### config.mk
export PLATFORM = sky130hd
export DESIGN_NAME = xcache_req_slice
export DESIGN_NICKNAME = d
export VERILOG_FILES = /design/src/rtl/xcache_param_pkg.sv /design/src/rtl/xcache_req_fifo2.sv /design/src/rtl/xcache_req_slice.sv
export SDC_FILE = /design/constraint.sdc
export NUM_CORES = 1
export LEC_CHECK = 0
export CORE_ASPECT_RATIO = 2
export CORE_UTILIZATION = 50
export CTS_CLUSTER_DIAMETER = 30
export DETAILED_ROUTE_END_ITERATION = 6
export HOLD_SLACK_MARGIN = 0.08
export PLACE_DENSITY = 0.9
export RECOVER_POWER = 100
export SYNTH_ARGS = -nofsm -noshare
export SYNTH_HDL_FRONTEND = slang
export SYNTH_SLANG_ARGS = --single-unit
### constraint.sdc
create_clock -name clk -period 7.3 [get_ports clk]
set_clock_uncertainty 0.15 [all_clocks]
set_input_delay 2.19 -clock clk [delete_from_list [all_inputs] [get_ports clk]]
set_output_delay 2.19 -clock clk [all_outputs]
set_load 0.03 [all_outputs]
### src/rtl/xcache_param_pkg.sv
// Shared XCACHE bus constants and request payload type.
package xcache_param_pkg;

  localparam int unsigned XCACHE_ADDR_WIDTH = 32;
  localparam int unsigned XCACHE_DATA_WIDTH = 32;
  localparam int unsigned XCACHE_PART_WIDTH = 8;
  localparam int unsigned XCACHE_WE_WIDTH   = 4;
  localparam int unsigned XCACHE_MAX_RD_OUT = 4;

  typedef struct packed {
    logic [XCACHE_PART_WIDTH-1:0] part;
    logic                         re;
    logic [XCACHE_WE_WIDTH-1:0]   we;
    logic [XCACHE_ADDR_WIDTH-1:0] ad;
    logic [XCACHE_DATA_WIDTH-1:0] di;
  } xcache_req_t;

endpackage

### src/rtl/xcache_req_fifo2.sv
// Two-entry in-order request FIFO; entry0 is always the head and keeps
// its last value once drained so downstream address/data lines stay quiet.
module xcache_req_fifo2
  import xcache_param_pkg::*;
(
  input  logic        clk,
  input  logic        rst,
  input  logic        push,
  input  logic        pop,
  input  xcache_req_t din,
  output logic [1:0]  cnt,
  output xcache_req_t head
);

  xcache_req_t entry0;
  xcache_req_t entry1;

  assign head = entry0;

  // Storage and occupancy update; pop shifts entry1 forward only when it holds data.
  always_ff @(posedge clk) begin
    if (rst) begin
      entry0 <= '0;
      entry1 <= '0;
      cnt    <= 2'd0;
    end else begin
      unique case ({push, pop})
        2'b10: begin
          if (cnt == 2'd0) entry0 <= din;
          else             entry1 <= din;
          cnt <= cnt + 2'd1;
        end
        2'b01: begin
          if (cnt == 2'd2) entry0 <= entry1;
          cnt <= cnt - 2'd1;
        end
        2'b11: begin
          if (cnt == 2'd2) begin
            entry0 <= entry1;
            entry1 <= din;
          end else begin
            entry0 <= din;
          end
        end
        default: ;
      endcase
    end
  end

endmodule

### src/rtl/xcache_req_slice.sv
// Registered request slice between the XCACHE arbiter and the XCACHE port.
// Caps outstanding reads so the arbiter's return-index queue cannot overflow.
// Build option XCACHE_REQ_SLICE_RSP_REG_EN registers the read response path.
module xcache_req_slice
  import xcache_param_pkg::*;
#(
  parameter int unsigned ADDR_WIDTH = 32,
  parameter int unsigned DATA_WIDTH = 32,
  parameter int unsigned MAX_RD_OUT = XCACHE_MAX_RD_OUT,
  parameter int unsigned CNT_W      = $clog2(MAX_RD_OUT + 1)
) (
  input  logic                  clk,
  input  logic                  rst,
  input  logic [7:0]            up_part,
  input  logic                  up_re,
  input  logic [3:0]            up_we,
  input  logic [ADDR_WIDTH-1:0] up_ad,
  input  logic [DATA_WIDTH-1:0] up_di,
  output logic                  up_rdy,
  output logic [DATA_WIDTH-1:0] up_do,
  output logic                  up_do_vld,
  input  logic                  mem_rdy,
  output logic [7:0]            mem_part,
  output logic                  mem_re,
  output logic [3:0]            mem_we,
  output logic [ADDR_WIDTH-1:0] mem_ad,
  output logic [DATA_WIDTH-1:0] mem_di,
  input  logic [DATA_WIDTH-1:0] mem_do,
  input  logic                  mem_do_vld,
  output logic                  rsp_err
);

  logic [1:0]       fifo_cnt;
  logic             fifo_nempty;
  xcache_req_t      req_in;
  xcache_req_t      head;
  logic [CNT_W-1:0] rd_cnt;
  logic             up_req;
  logic             up_acc;
  logic             dn_acc;
  logic             rd_inc;
  logic             rd_dec;

  // Accept decisions; up_rdy depends only on registered occupancy and credit.
  always_comb begin
    up_rdy      = (fifo_cnt < 2'd2) && (rd_cnt < CNT_W'(MAX_RD_OUT));
    up_req      = up_re | (|up_we);
    up_acc      = up_req & up_rdy;
    fifo_nempty = (fifo_cnt != 2'd0);
    dn_acc      = fifo_nempty & mem_rdy;
    rd_inc      = up_acc & up_re;
    rd_dec      = up_do_vld & (rd_cnt != '0);
    req_in.part = up_part;
    req_in.re   = up_re;
    req_in.we   = up_we;
    req_in.ad   = XCACHE_ADDR_WIDTH'(up_ad);
    req_in.di   = XCACHE_DATA_WIDTH'(up_di);
  end

  xcache_req_fifo2 u_fifo (
    .clk  (clk),
    .rst  (rst),
    .push (up_acc),
    .pop  (dn_acc),
    .din  (req_in),
    .cnt  (fifo_cnt),
    .head (head)
  );

  assign mem_part = head.part;
  assign mem_re   = head.re & fifo_nempty;
  assign mem_we   = head.we & {4{fifo_nempty}};
  assign mem_ad   = ADDR_WIDTH'(head.ad);
  assign mem_di   = DATA_WIDTH'(head.di);

`ifdef XCACHE_REQ_SLICE_RSP_REG_EN
  logic                  rsp_vld_q;
  logic [DATA_WIDTH-1:0] rsp_do_q;

  // One-cycle response register; data holds between valid beats.
  always_ff @(posedge clk) begin
    if (rst) begin
      rsp_vld_q <= 1'b0;
      rsp_do_q  <= '0;
    end else begin
      rsp_vld_q <= mem_do_vld;
      if (mem_do_vld) rsp_do_q <= mem_do;
    end
  end

  assign up_do_vld = rsp_vld_q;
  assign up_do     = rsp_do_q;
`else
  assign up_do_vld = mem_do_vld;
  assign up_do     = mem_do;
`endif

  // Outstanding-read credit counter, saturating at zero.
  always_ff @(posedge clk) begin
    if (rst) begin
      rd_cnt <= '0;
    end else begin
      unique case ({rd_inc, rd_dec})
        2'b10:   rd_cnt <= rd_cnt + CNT_W'(1);
        2'b01:   rd_cnt <= rd_cnt - CNT_W'(1);
        default: ;
      endcase
    end
  end

  // Sticky flag for a response with no read outstanding.
  always_ff @(posedge clk) begin
    if (rst) begin
      rsp_err <= 1'b0;
    end else if (up_do_vld && (rd_cnt == '0)) begin
      rsp_err <= 1'b1;
    end
  end

endmodule

-- After elaboration in Yosys (flattened, before gate mapping)
Index checks and enable logic that the tools add are counted.
- memories: 0
- bits in writable memories: 0
- bits in latches: 0
- memory bits (read-only): 0
- word-level logic and storage cells: 58
- output and inout port bits: 112
- register bits after elaboration: 160
- input port bits: 113
- $lt $le $gt $ge: 2
- shifts and indexed selects: 0
- muxes and demuxes: 9
- reduce and logical (&&, ||, !) cells: 13
- bitwise logic cells: 7
- div/mod/pow operators: 0
- $mul: 0
- equality and inequality tests: 10
- add/subtract/negate cells: 4
- operators with widths (kind ; count):
    $mux W77 ; 5
    $pmux W77 S3 ; 1
    $pmux W77 S2 ; 1
    $eq A2 B2 Y1 const B ; 4
    $reduce_bool A2 Y1 ; 4
    $ne A2 B1 Y1 const B ; 3
    $pmux W3 S2 ; 1
    $reduce_and A3 Y1 ; 2
    $reduce_bool A3 Y1 ; 2
    $and A1 B1 Y1 ; 5
    $and A4 B4 Y4 ; 1
    $eq A2 B1 Y1 const B ; 2
    $pmux W2 S2 ; 1
    $reduce_or A4 Y1 ; 1
    $add A3 B1 Y3 const B ; 1
    $logic_not A3 Y1 ; 1
    $lt A3 B3 Y1 const B ; 1
    $sub A3 B1 Y3 const B ; 1
    $add A2 B1 Y2 const B ; 1
    $logic_and A1 B1 Y1 ; 2
    $logic_not A2 Y1 ; 1
    $lt A2 B2 Y1 const B ; 1
    $ne A2 B2 Y1 const B ; 1
    $sub A2 B1 Y2 const B ; 1
    $or A1 B1 Y1 ; 1

-- Depth between registers and ports, before layout
Gate-level depths: netlist (run 1).
- depth after elaboration: 6
- mapped depth: 12

-- Hierarchy
From an unflattened synthesis (run 1), not the netlist that was laid out.
- cells, all modules: 902
- area, all modules: 7744.9 sq um
- modules (own cells, without submodules) (module ; instances ; area each (sq um) ; cells each):
    xcache_req_fifo2 ; 1 ; 7239.4 ; 836
    xcache_req_slice ; 1 ; 505.5 ; 66

-- Worst setup path after synthesis (run 1)
Ideal clock, no wire load.
- path kind: in2out
- start: input port mem_do[0]
- end: output port up_do[0]
- stages on the path: 1
- path slack: 2.625 ns
- arrival time: 2.335 ns
- cell sequence: buf_4
- RTL lines (what ; line ; RTL):
    from (decl) ; xcache_req_slice.sv:28 ; input logic [DATA_WIDTH-1:0] mem_do,
    to (decl) ; xcache_req_slice.sv:20 ; output logic [DATA_WIDTH-1:0] up_do,
No word-level cell between the ends.

-- Final worst setup path (run 1)
- start: input port up_re
- end: register u_fifo.entry1[7] in the netlist's numbering
- word-level cells in the longest chain between the ends: 5
- elaborated cells between the ends (all ways): 9
- those cells by class: eq/ne: 4; mux: 1; bitwise: 2; reduce/logical: 2
- RTL lines (what ; line ; RTL):
    from (decl) ; xcache_req_slice.sv:15 ; input logic up_re,
    $or A1 B1 Y1 (*) ; xcache_req_slice.sv:47 ; up_req = up_re | (|up_we);
    $and A1 B1 Y1 (*) ; xcache_req_slice.sv:48 ; up_acc = up_req & up_rdy;
    $eq A2 B2 Y1 ; xcache_req_fifo2.sv:27 ; unique case ({push, pop})
    $ne A2 B1 Y1 (no source line) (tied with other cells) ; - ;
    $reduce_and A3 Y1 (no source line) ; - ;
    to (signal assigned) ; xcache_req_fifo2.sv:30 ; else entry1 <= din;
    to (signal assigned) ; xcache_req_fifo2.sv:40 ; entry1 <= din;
    to (decl) ; xcache_req_fifo2.sv:16 ; xcache_req_t entry1;
Every way passes the cells marked *; elsewhere a longest branch is shown, timed or not.
A chain may end at the register's enable or synchronous reset.

==> flow_summary.toml, run 1 <==
[floorplan]
dieArea_mm2 = 0.01883
start_util = 0.5132
die_w_um = 97.54
placementRows = 69
die-height_um = 193.1
pin_count = 225
core_mm2 = 0.01778

[drt]
routedWlPerCell_um = 23.95
via_count = 8645
vias_per_cell = 7.370
post-route-drc-count = 0
dr.pass1.iters = 6
drt-total-wl_um = 28100
antenna_left = 0
first_iter_violations = 1177

[cts]
cts_resized = 0
cts_hold_buf = 0
numCtsBuffers = 17
clk_pin_slew_ns = 0.06
cts_tree = "yes"
numClockSinks = 160
ctsRootBufferMaster = "clkbuf_16"
postCtsSetupBuffers = 0
cts_htree_levels = 4
clock_path_buffers = 2
clock_latency_ns = 0.42

[global_route]
gr-usage-all-layers = 0.2881
grt_pass1_vias = 8319
grt_pass1_wl_um = 44130
grt_max_degree = 110
grt.overflow.total = 0
antenna_found_initial = 1

[layout]
layout-drive-gt1-share = 0.06882
multi_input_area_mm2 = 0.004282
seq_area_mm2 = 0.003203
utilization = 0.5669
finish.net_count = 1065
area_growth_pct = 10.46
fill_cells = 1545
fin_area_mm2 = 0.01008

[power]
ir_drop_mv = 0.5525
p_leak_nw = 3.308
p_per_area_mw_per_mm2 = 547.7

[worst_setup_path]
critPathBufInv = 2
cpLargestDelayFamily = "buffers and inverters"
arrival_ns = 6.67
max_stage_delay_ns = 1.59
cp.depth = 8
crit_path_top_delay_cell = "clkbuf_1"
crit_required_ns = 7.48
crit_path_cell_trace = "dlygate4sd3_1 -> or4_1 -> o21a_1 -> ha_1 -> nor2_4 -> clkbuf_1 -> o31ai_1 -> a21oi_1"
cp_max_fo = 41
start_kind = "input port"
rr_worst_depth = 8
cp-end-kind = "register"
crit_type = "in -> reg"
reg2reg_setup_slack_ns = 1.13

[synth]
yosysTopAreaCellShare = 0.3509
synth_top_cell_by_area = "dfxtp_1"
ys_types = 34
synth_seq_area_share = 0.3509
syn_nets = 1128
synth-seq-cells = 160
synthTopCellsByArea = "dfxtp_1 (35%), o31ai_1 (13%), buf_4 (9.9%)"
ys_dominant_reg_cell = "dfxtp_1"
syn_avg_cell_area_um2 = 9.046
synth_commonest_cells = "dfxtp_1 (160), o31ai_1 (154), buf_4 (120)"
ys_async_sr_fraction = 0
synth_edf_count = 0
synth_area_mm2 = 0.009128
postSynthCellCount = 1009
synth_most_common_cell = "dfxtp_1"
yosysWarnings = 0

[job]
drv_cap = 2

[place]
gp_congestion = 0.8030
dpl_cell_area_mm2 = 0.009673
portBuffers = 160
hpwl_um = 15770

[timing]
post-route-period-util = 0.8887
finalSetupViolCount = 0
tightest_slew_ns = 2.135
hold_violations = 0
slew_viol_final = 126
max_freq_mhz = 154.1
slew_headroom = -0.4231
fin_tns_setup_ns = 0
period_minus_slack_ns = 6.487
holdWs_ns = 0.3212
rsz0062_at_grt = "no"

[status]
status = "finished with violations"
violations = "max-capacitance violations, max-slew violations"

[worst_hold_path]
hp-class = "reg -> reg"
min_path_cells = 2
==> per-stage QoR <==
step                      power [W]  std cells  setup slack, ns
after global placement     0.004687       1140            1.313
after floorplan            0.004165       1009            2.625
after global routing       0.005787       1173           0.7068
final                      0.005522       1173           0.8126
after detailed placement   0.004764       1140            1.208
after CTS                  0.005638       1172            1.587
==> report_power, final <==
group	internal [W]	leakage, nW	switching (W)
Sequential	0.00122	1.32	0.000208
Combinational	0.000977	1.71	0.00225
Clock	0.000484	0.275	0.000384
Total	0.00268	3.31	0.00284
==> flip-flops by register name, summed over array words and instances (netlist names) <==
register       flops
rd_cnt             3
u_fifo.head       77
u_fifo.entry1     77
rsp_err            1
u_fifo.cnt         2
==> area by class of cell <==
class / instances / area share
inverters: 6 / 0.002234
well taps: 213 / 0.02643
repair buffers: 176 / 0.1721
clock buffers: 18 / 0.04356
clock inverters: 14 / 0.01303
multi-input cells: 585 / 0.4247
flip-flops and latches: 160 / 0.3177
diodes: 1 / 0.0002482
==> cell usage in the layout, fill, tap and decap left out, types with 7 or more instances in the layout <==
| cell | Yosys | routed |
|---|---|---|
| a211oi_1 | 77 | 77 |
| a21oi_1 | 81 | 81 |
| a311oi_1 | 47 | 70 |
| a311oi_2 | 30 | 7 |
| buf_4 | 120 | 10 |
| clkbuf_16 | 0 | 17 |
| clkdlybuf4s50_1 | 0 | 78 |
| dfxtp_1 | 160 | 160 |
| dlygate4sd3_1 | 0 | 81 |
| nand4_1 | 77 | 77 |
| o211ai_1 | 77 | 77 |
| o31ai_1 | 154 | 154 |
==> worst paths after layout <==
path                                   startpoint                end
worst max-delay path                        up_re   u_fifo.entry1[7]
worst min-delay path            u_fifo.entry1[72]  u_fifo.entry1[72]
worst max register to register      u_fifo.cnt[0]  u_fifo.entry1[48]
worst min register to register  u_fifo.entry1[72]  u_fifo.entry1[72]
==> cells by family after synthesis <==
group,synth area share
flops,0.3509
mux,0.002467
buf+inv,0.1681
simple gates,0.07073
xor+xnor,0.003839
compound gates,0.3949
fa+ha+maj,0.009047
==> worst min-delay path, delay by kind of cell, from the launching register on <==
kind            cells  cell delay, ns
compound gates      2            0.12
flops               1            0.31
==> metal layers <==
layer  GRT usage  vias up  part of all wire
li1            -     3792                 -
met1      0.3475     4165              0.36
met2      0.4615      553              0.49
met3     0.05371      135             0.083
met4      0.2042        0             0.064
met5           0        -                 0
Power figures use the tool's default switching activity.
==> run 2: changes to the inputs <==
- clock period: 7.3 -> 8.3 ns (I/O delays scaled with it)
==> run 2 against run 1 <==
- the run still ends with max-capacitance violations, max-slew violations left
- largest power group unchanged
- cell count fell by 0.17%
- clock power is 14% lower
- wire length decreased by 3.0%
- via count decreased by 1.5%
==> flow_summary.toml, run 2 (synthesis gave the netlist of run 1 again) <==
[worst_setup_path]
crit_type = "in -> reg"
crit_required_ns = 8.35
reg2reg_setup_slack_ns = 2.83
cp_max_fo = 77
r2r_start = "u_fifo.cnt[0]"
r2r_end = "u_fifo.entry1[63]"
cp-end-kind = "register"
crit_start = "up_re"
arrival_ns = 6.70
start_kind = "input port"
rr_worst_depth = 8
setup.worst_path.end = "u_fifo.head[54]"

[timing]
finalSetupViolCount = 0
max_freq_mhz = 150.4
period_minus_slack_ns = 6.648
post-route-period-util = 0.8010
fin_tns_setup_ns = 0
slew_headroom = -0.8694
rsz0062_at_grt = "no"
slew_viol_final = 125
hold_violations = 0
tightest_slew_ns = 2.804

[global_route]
gr-usage-all-layers = 0.2801
grt_pass1_wl_um = 42680
grt_max_degree = 102
grt_pass1_vias = 8034
grt.overflow.total = 0
antenna_found_initial = 2

[power]
p_per_area_mw_per_mm2 = 478.8
ir_drop_mv = 0.5376
p_leak_nw = 3.294

[layout]
layout_common_cells = "dfxtp_1 (160), o31ai_1 (154), a21oi_1 (81), dlygate4sd3_1 (81), clkdlybuf4s50_1 (78)"
layout_commonest_cell = "dfxtp_1"
fin_area_mm2 = 0.01009
area_growth_pct = 10.53
finish.net_count = 1063
layout-drive-gt1-share = 0.07322
utilization = 0.5673

[place]
dpl_cell_area_mm2 = 0.009646
hpwl_um = 15170
gp_congestion = 0.7858
portBuffers = 160

[drt]
dr.pass1.iters = 7
drt-total-wl_um = 27240
antenna_left = 0
vias_per_cell = 7.272
first_iter_violations = 959
post-route-drc-count = 0
via_count = 8516
routedWlPerCell_um = 23.26

[cts]
clock_latency_ns = 0.43
clock_path_buffers = 2
clk_pin_slew_ns = 0.06
cts_tree = "yes"
postCtsSetupBuffers = 0
ctsRootBufferMaster = "clkbuf_16"
cts_resized = 0
cts_hold_buf = 0
numCtsBuffers = 17
cts_htree_levels = 4
numClockSinks = 160

[floorplan]
start_util = 0.5132
core_mm2 = 0.01778
pin_count = 225
die_w_um = 97.54
die-height_um = 193.1
placementRows = 69
dieArea_mm2 = 0.01883

[status]
violations = "max-capacitance violations, max-slew violations"
status = "finished with violations"

[worst_hold_path]
min_path_cells = 2
hp-class = "reg -> reg"

[job]
drv_cap = 2
==> run 2: area by class of cell <==
| class | instances | area [µm²] |
|---|---|---|
| diodes | 2 | 5.005 |
| flip-flops and latches | 160 | 3203 |
| multi-input cells | 585 | 4314 |
| fillers | 1542 | 7696 |
| clock buffers | 19 | 442.9 |
| inverters | 6 | 22.52 |
| well taps | 213 | 266.5 |
| repair buffers | 174 | 1720 |
| clock inverters | 12 | 113.9 |
==> run 2: worst min path at each step <==
stage	slack, ns	startpoint	endpoint
after floorplan	0.30	u_fifo.entry1[0]	u_fifo.entry1[0]
after CTS	0.32	u_fifo.entry1[2]	u_fifo.entry1[2]
after detailed placement	0.31	u_fifo.entry1[18]	u_fifo.entry1[18]
final	0.32	u_fifo.entry1[40]	u_fifo.entry1[40]
after global routing	0.34	u_fifo.entry1[75]	u_fifo.entry1[75]
after global placement	0.30	u_fifo.entry1[3]	u_fifo.entry1[3]
==> run 2: routing by layer <==
layer	global-route usage	vias to the layer above	share of wire
met1	0.3278	4055	0.36
met4	0.2110	0	0.068
met5	0	-	0
li1	-	3787	-
met3	0.04686	124	0.084
met2	0.4586	550	0.49
==> run 2: report_power, final <==
part / switching (W) / total (W) / leakage [nW] / internal, W
sequential: 0.000183 / 0.00125 / 1.32 / 0.00107
combinational: 0.00196 / 0.00283 / 1.71 / 0.000870
clock: 0.000328 / 0.000748 / 0.261 / 0.000420
total: 0.00247 / 0.00483 / 3.29 / 0.00236
==> run 2: metrics by stage <==
stage | hold WS, ns | std cells | worst slack [ns] | power, W
floorplan | 0.2988 | 1009 | 3.025 | 0.003663
global placement | 0.3035 | 1138 | 1.932 | 0.004113
detailed placement | 0.3121 | 1138 | 1.908 | 0.004170
CTS | 0.3223 | 1169 | 1.981 | 0.004917
global route | 0.3395 | 1171 | 1.466 | 0.005091
finish | 0.3238 | 1171 | 1.652 | 0.004831
==> run 2: critical path, stage by stage <==
cell and delay, ns:
dlygate4sd3_1 0.60, or4_1 0.13, o21a_1 0.15, inv_1 0.10
ha_1 0.27, nor2_4 0.65, buf_4 0.58, a21o_2 1.37
a311oi_1 0.28
